<file path="src/rtl/alu_issue_ctrl.sv">
// Issue/capture controller for the combinational datapath ALU: decodes ALUOp/funct,
// registers operands and select into the ALU, captures R/Z and hands off downstream.
module alu_issue_ctrl #(
  parameter int WIDTH = 32,
  parameter int CNT_W = 16
) (
  input  logic             clk,
  input  logic             rst_n,
  input  logic             in_valid,
  output logic             in_ready,
  input  logic [1:0]       alu_op,
  input  logic [5:0]       funct,
  input  logic [WIDTH-1:0] op_a,
  input  logic [WIDTH-1:0] op_b,
  output logic [WIDTH-1:0] alu_a,
  output logic [WIDTH-1:0] alu_b,
  output logic [2:0]       alu_sel,
  input  logic [WIDTH-1:0] alu_r,
  input  logic             alu_z,
  output logic             out_valid,
  input  logic             out_ready,
  output logic [WIDTH-1:0] out_result,
  output logic             out_zero,
  output logic             out_illegal,
  output logic [CNT_W-1:0] op_count
);

  typedef enum logic [1:0] {
    S_IDLE  = 2'd0,
    S_ISSUE = 2'd1,
    S_HOLD  = 2'd2
  } state_t;

  state_t           r_state;
  logic [WIDTH-1:0] r_alu_a;
  logic [WIDTH-1:0] r_alu_b;
  logic [2:0]       r_alu_sel;
  logic             r_pend_illegal;
  logic             r_out_valid;
  logic [WIDTH-1:0] r_out_result;
  logic             r_out_zero;
  logic             r_out_illegal;
  logic [CNT_W-1:0] r_op_count;

  logic [2:0]       w_sel;
  logic             w_illegal;

  // Undecodable ops select 011, which the ALU resolves to R=0, Z=1.
  always_comb begin
    w_sel     = 3'b011;
    w_illegal = 1'b0;
    case (alu_op)
      2'b00: w_sel = 3'b010;
      2'b01: w_sel = 3'b110;
      2'b10: begin
        case (funct)
          6'b100000: w_sel = 3'b010;
          6'b100010: w_sel = 3'b110;
          6'b100100: w_sel = 3'b000;
          6'b100101: w_sel = 3'b001;
          6'b101010: w_sel = 3'b111;
          default:   w_illegal = 1'b1;
        endcase
      end
      default: w_illegal = 1'b1;
    endcase
  end

  always_ff @(posedge clk or negedge rst_n) begin
    if (!rst_n) begin
      r_state        <= S_IDLE;
      r_alu_a        <= '0;
      r_alu_b        <= '0;
      r_alu_sel      <= 3'b000;
      r_pend_illegal <= 1'b0;
      r_out_valid    <= 1'b0;
      r_out_result   <= '0;
      r_out_zero     <= 1'b0;
      r_out_illegal  <= 1'b0;
      r_op_count     <= '0;
    end else begin
      case (r_state)
        S_IDLE: begin
          if (in_valid) begin
            r_alu_a        <= op_a;
            r_alu_b        <= op_b;
            r_alu_sel      <= w_sel;
            r_pend_illegal <= w_illegal;
            r_state        <= S_ISSUE;
          end
        end
        S_ISSUE: begin
          r_out_result  <= alu_r;
          r_out_zero    <= alu_z;
          r_out_illegal <= r_pend_illegal;
          r_out_valid   <= 1'b1;
          r_state       <= S_HOLD;
        end
        S_HOLD: begin
          if (out_ready) begin
            r_out_valid <= 1'b0;
            r_op_count  <= r_op_count + CNT_W'(1);
            r_state     <= S_IDLE;
          end
        end
        default: r_state <= S_IDLE;
      endcase
    end
  end

  assign in_ready    = (r_state == S_IDLE);
  assign alu_a       = r_alu_a;
  assign alu_b       = r_alu_b;
  assign alu_sel     = r_alu_sel;
  assign out_valid   = r_out_valid;
  assign out_result  = r_out_result;
  assign out_zero    = r_out_zero;
  assign out_illegal = r_out_illegal;
  assign op_count    = r_op_count;

endmodule
</file>
<file path="config.mk">
export PLATFORM = sky130hd
export DESIGN_NAME = alu_issue_ctrl
export DESIGN_NICKNAME = d
export VERILOG_FILES = /design/src/rtl/alu_issue_ctrl.sv
export SDC_FILE = /design/constraint.sdc
export NUM_CORES = 1
export LEC_CHECK = 0
export CAP_MARGIN = 20
export CORE_MARGIN = 3
export CORE_UTILIZATION = 37
export CTS_BUF_LIST = sky130_fd_sc_hd__clkbuf_4 sky130_fd_sc_hd__clkbuf_8 sky130_fd_sc_hd__clkbuf_16
export CTS_CLUSTER_SIZE = 28
export DETAILED_ROUTE_END_ITERATION = 6
export PLACE_DENSITY = 0.84
export SLEW_MARGIN = 25
export SYNTH_ARGS = -nofsm -noshare
export SYNTH_HDL_FRONTEND = slang
export SYNTH_SLANG_ARGS = --single-unit
</file>
<file path="constraint.sdc">
create_clock -name clk -period 1.55 [get_ports clk]
set_input_delay 0.2325 -clock clk [delete_from_list [all_inputs] [get_ports clk]]
set_output_delay 0.2325 -clock clk [all_outputs]
set_load 0.005 [all_outputs]
</file>
# ---- Yosys cells after proc, flatten, opt, wreduce, memory -nomap -nowiden
# Index checks and enable logic that the tools add are counted.
dict set report totals {
  regBits 121
  inputBits 109
  output_inout_bits 119
  elab_cells 40
}
dict set report op_classes {
  n_addsub 1
  n_eq_ne 11
  mux 9
  reduce_logical 9
}
# operator count
set ops {}
lappend ops {{$eq A6 B6 Y1 const B} 5}
lappend ops {{$add A16 B1 Y16 const B} 1}
lappend ops {{$pmux W3 S5} 1}
lappend ops {{$pmux W3 S3} 1}
lappend ops {{$reduce_and A2 Y1} 4}
lappend ops {{$pmux W2 S3} 1}
lappend ops {{$reduce_or A5 Y1} 1}
lappend ops {{$eq A2 B1 Y1 const B} 2}
lappend ops {{$eq A2 B2 Y1 const B} 2}
lappend ops {{$logic_not A2 Y1} 2}
lappend ops {{$mux W2} 2}
lappend ops {{$ne A2 B2 Y1 const B} 2}
lappend ops {{$pmux W1 S2} 2}
lappend ops {{$mux W1} 2}
lappend ops {{$reduce_bool A2 Y1} 1}
lappend ops {{$reduce_or A2 Y1} 1}

# ---- Depth between registers and ports, before layout
dict set report logic_depth {
  word_depth 4
  depth_mapped 5
  ltp_nobuf 5
}

# ---- Least setup slack after synthesis
# OpenSTA, ideal clock, no wires.
dict set report synth_path {
  kind {reg2reg}
  startpoint {register r_state[1]}
  endpoint {register r_alu_a[0], in the netlist alu_a[0]}
  setup_time_ns 0.125
  t_arrival_ns 1.443
  t_required_ns 1.425
  slack_ns -0.017
  path_stages_with_launch 5
  n_path_buf 2
  synth_period_minus_slack_ns 1.567
  path_cell_list {dfrtp_1 -> nor3b_1 -> clkbuf_1 -> buf_2 -> mux2_2}
}
dict set report synth_between {
  elab_chain_cells 2
}
# item line
set synth_rtl {}
lappend synth_rtl {{start: declaration} 34} ;# state_t r_state;
lappend synth_rtl {{start signal: assignment} 71} ;# r_state <= S_IDLE;
lappend synth_rtl {{start signal: assignment} 89} ;# r_state <= S_ISSUE;
lappend synth_rtl {{start signal: assignment} 97} ;# r_state <= S_HOLD;
lappend synth_rtl {{$logic_not A2 Y1} 82} ;# case (r_state)
lappend synth_rtl {{$reduce_and A2 Y1 (no source line)} --}
lappend synth_rtl {{end signal: assignment} 85} ;# r_alu_a <= op_a;
lappend synth_rtl {{end: declaration} 35} ;# logic [WIDTH-1:0] r_alu_a;
# No other way between the ends.
# A chain may end at the register's enable or synchronous reset.

# ---- Final worst setup path
dict set report layout_path {
  startpoint {register r_state[0]}
  endpoint {register r_op_count[15], in the netlist op_count[15]}
}
dict set report layout_between {
  elab_chain_cells 2
}
# item line
set layout_rtl {}
lappend layout_rtl {{$eq A2 B2 Y1} 82}
lappend layout_rtl {{$reduce_and A2 Y1 (no source line)} --}
lappend layout_rtl {{end signal: assignment} 102} ;# r_op_count <= r_op_count + CNT_W'(1);
lappend layout_rtl {{end: declaration} 43} ;# logic [CNT_W-1:0] r_op_count;
# No other way between the ends.

==> impl_metrics.ini <==
[status]
status = complete, but fails checks
violations = negative setup slack

[cells_and_area]
fin_util_pct = 67.68
stdcell_count = 759
multi_input_area_um2 = 1664
drive_above_1_share_pct = 31.47
nets = 689
antenna_cells = 0
design_area_um2 = 8265
ff_latch_area_um2 = 3029
n_fill_cell = 894
syn_to_final_growth_pct = 75.50

[worst_setup_path]
r2r_end = op_count[15]
reg2reg_slack_ps = -10
cp_data_arrival_time_ps = 1900
end_kind = register
cp_top_family = simple AND/OR/NAND/NOR gates
worst_setup_path_start_kind = register
crit_fanout = 4
cp_cell_sequence = nand3b_4 -> or4_4 -> nor3_2 -> xor2_1
path_class = reg -> reg
critical_path_buf_inv_count = 0
max_stage_delay_ps = 590
reg2regPathDepth = 4
critPathRequiredTime_ps = 1880
cpMaxStageDelayCell = or4_4
reg2reg_from = r_state[0]

[placed_design]
dp_hpwl_mm = 9.360
place_congestion = 0.7368
dp_cells = 710
io_buffers = 227
place_area_um2 = 7356

[routing]
vias = 3513
drtIter0Drc = 198
drc = 0
postRouteAntennaNets = 0
routed_wl_mm = 13.07
wl_per_cell_um = 17.22
first_pass_iters = 4
via_per_inst = 4.628

[clock_network]
cts.htree.levels = 4
numCtsBuffers = 17
clkLatencyLatePin_ps = 410
cts.sinks = 121
clk_path_buf_depth = 2
clockRootBuffer = clkbuf_16
cts_tree = built
clk_pin_slew_ps = 50

[floorplan]
die-width_um = 118.8
ioPinCount = 228
initial_core_util_pct = 38.57
die_y_um = 118.8
die-area_um2 = 14120
rows = 40
fp.coreArea_um2 = 12210

[timing]
fin_skew_ps = 6.776
min_period_over_period_pct = 100.9
final_max_slew_viol_count = 0
rsz0062_at_grt = yes
fin_crit_ps = 1564
final-hold-violation-count = 0
max_freq_ghz = 0.6396
relSlewSlack_pct = 58.20
tightest_slew_ps = 627.0
fin_ws_ps = -13.54
setup_viol_count_final = 1
hold_ws_ps = 171.3

[yosys]
async_reset_ff_share_pct = 100.0
synth_seq_cells = 121
synth_edf_count = 0
synth_compound_area_share_pct = 1.249
synth_cell_types = 34
synth_xor_area_share_pct = 2.790
synth_warnings = 0
ys.flop_type = dfrtp_1
synth_simple_gate_area_share_pct = 5.951
synth_top_family_by_area = multiplexers
syn_area_um2 = 4710
synth_seq_area_share_pct = 64.29
synth_nets = 416
avgSynthCellArea_um2 = 15.39
synth_fa_ha_area_share_pct = 0.2657
synth.area.mux_share_pct = 23.88
synthCells = 306

[global_route]
grt_pass1_wl_mm = 20.49
overflow = 0
antenna_found_initial = 0
grt_pass1_vias = 3944
grt_max_degree = 120
grt_util_all_layers_pct = 18.66

[worst_hold_path]
min_path_type = in -> async

[power]
p_per_area_nw_per_um2 = 1858
leakagePower_nw = 3.973
max-vdd-ir-drop_v = 0.001140
total_power_mw = 15.36

[flow_run]
drv_cap = 0
==> power by group <==
part	switching, mW	internal (mW)
Clock	1.37	2.71
Combinational	1.93	3.98
Sequential	0.755	4.62
==> Yosys cell counts, drive strengths merged (4+ instances only) <==
master	count	area share [%]
inv	4	0.32
xnor2	8	1.5
dfrtp	121	64
mux2	99	24
nand2	7	0.56
buf	11	1.2
nand4	4	0.66
nor2	10	0.80
xor2	7	1.3
==> layout make-up <==
cell class	instances	share of cell area [%]
Timing Repair Buffer	266	33.03
Sequential cell	121	36.65
Tap cell	168	2.543
Inverter	4	0.1817
Multi-Input combinational cell	169	20.13
Clock inverter	13	2.150
Clock buffer	18	5.313
==> how the worst max path moves through the flow <==
stage / startpoint / to / slack [ps] / cells after the start
2_1_floorplan: r_state[1] / alu_a[0] / -20 / 4
3_3_place_gp: funct[5] / alu_sel[0] / -390 / 5
3_5_place_dp: funct[5] / alu_sel[0] / -430 / 5
4_1_cts: alu_a[28] / alu_a[28] / 0.5 / 1
5_1_grt: op_count[1] / op_count[8] / -80 / 6
6_report: r_state[0] / op_count[15] / -10 / 4
==> timing repair <==
item,4_1_cts,5_1_grt
setup buffers,12,5
hold buffers,1,0
setup endpoints to repair,31,85
gates cloned,0,0
resized for setup,26,61
hold endpoints to repair,121,0
pin swaps,0,8
==> worst reg2reg max path, cell delays in order (launching register included) <==
cell and delay [ps]:
dfrtp_1 420, nand3b_4 180, or4_4 590, nor3_2 150, xor2_1 160
==> cell families after synthesis <==
family,Yosys count
fa+ha+maj,1
mux,100
flops,121
simple gates,44
buf+inv,16
xor+xnor,15
compound gates,9
==> layer usage <==
metal  up-vias  GRT usage, %  wire length [µm]
li1       1627             -                 -
met1      1720         18.27              4580
met2       152         33.61              7145
met3        14         9.592              1180
met4         0         6.589               163
met5         -             0                 0
==> cell usage in the layout (no fill, tap or decap), types with 2 or more instances in the layout <==
master | netlist | routed
inv_1 | 4 | 4
xor2_1 | 7 | 7
mux2_2 | 99 | 99
o21ai_0 | 3 | 3
nand4_1 | 3 | 3
xnor2_1 | 8 | 8
nor2_1 | 10 | 8
dfrtp_1 | 121 | 120
nand2_1 | 7 | 7
clkdlybuf4s50_1 | 0 | 155
buf_6 | 0 | 3
clkinv_4 | 0 | 2
dlygate4sd2_1 | 0 | 21
buf_12 | 0 | 5
nor4bb_1 | 2 | 2
dlymetal6s2s_1 | 0 | 49
a21oi_1 | 3 | 3
clkinv_2 | 0 | 5
nor3_2 | 1 | 2
clkinvlp_4 | 0 | 2
nor2b_1 | 3 | 3
nand3_1 | 3 | 3
buf_4 | 0 | 31
clkbuf_16 | 0 | 17
bufinv_16 | 0 | 4
==> through the flow <==
| stage | setup TNS, ps | setup WS (ps) |
|---|---|---|
| 2_1_floorplan | -1050 | -17.50 |
| 3_3_place_gp | -10560 | -394.4 |
| 3_5_place_dp | -12930 | -428.1 |
| 4_1_cts | 0 | 0.5209 |
| 5_1_grt | -246.0 | -78.63 |
| 6_report | -13.54 | -13.54 |
==> flip-flops by register name, indices dropped and copies added, names as in the netlist <==
register,flops
out_result,32
r_state,2
op_count,16
alu_sel,3
alu_a,32
out_illegal,1
alu_b,32
out_zero,1
r_pend_illegal,1
out_valid,1
No activity file was read; power rests on OpenSTA's default activity.
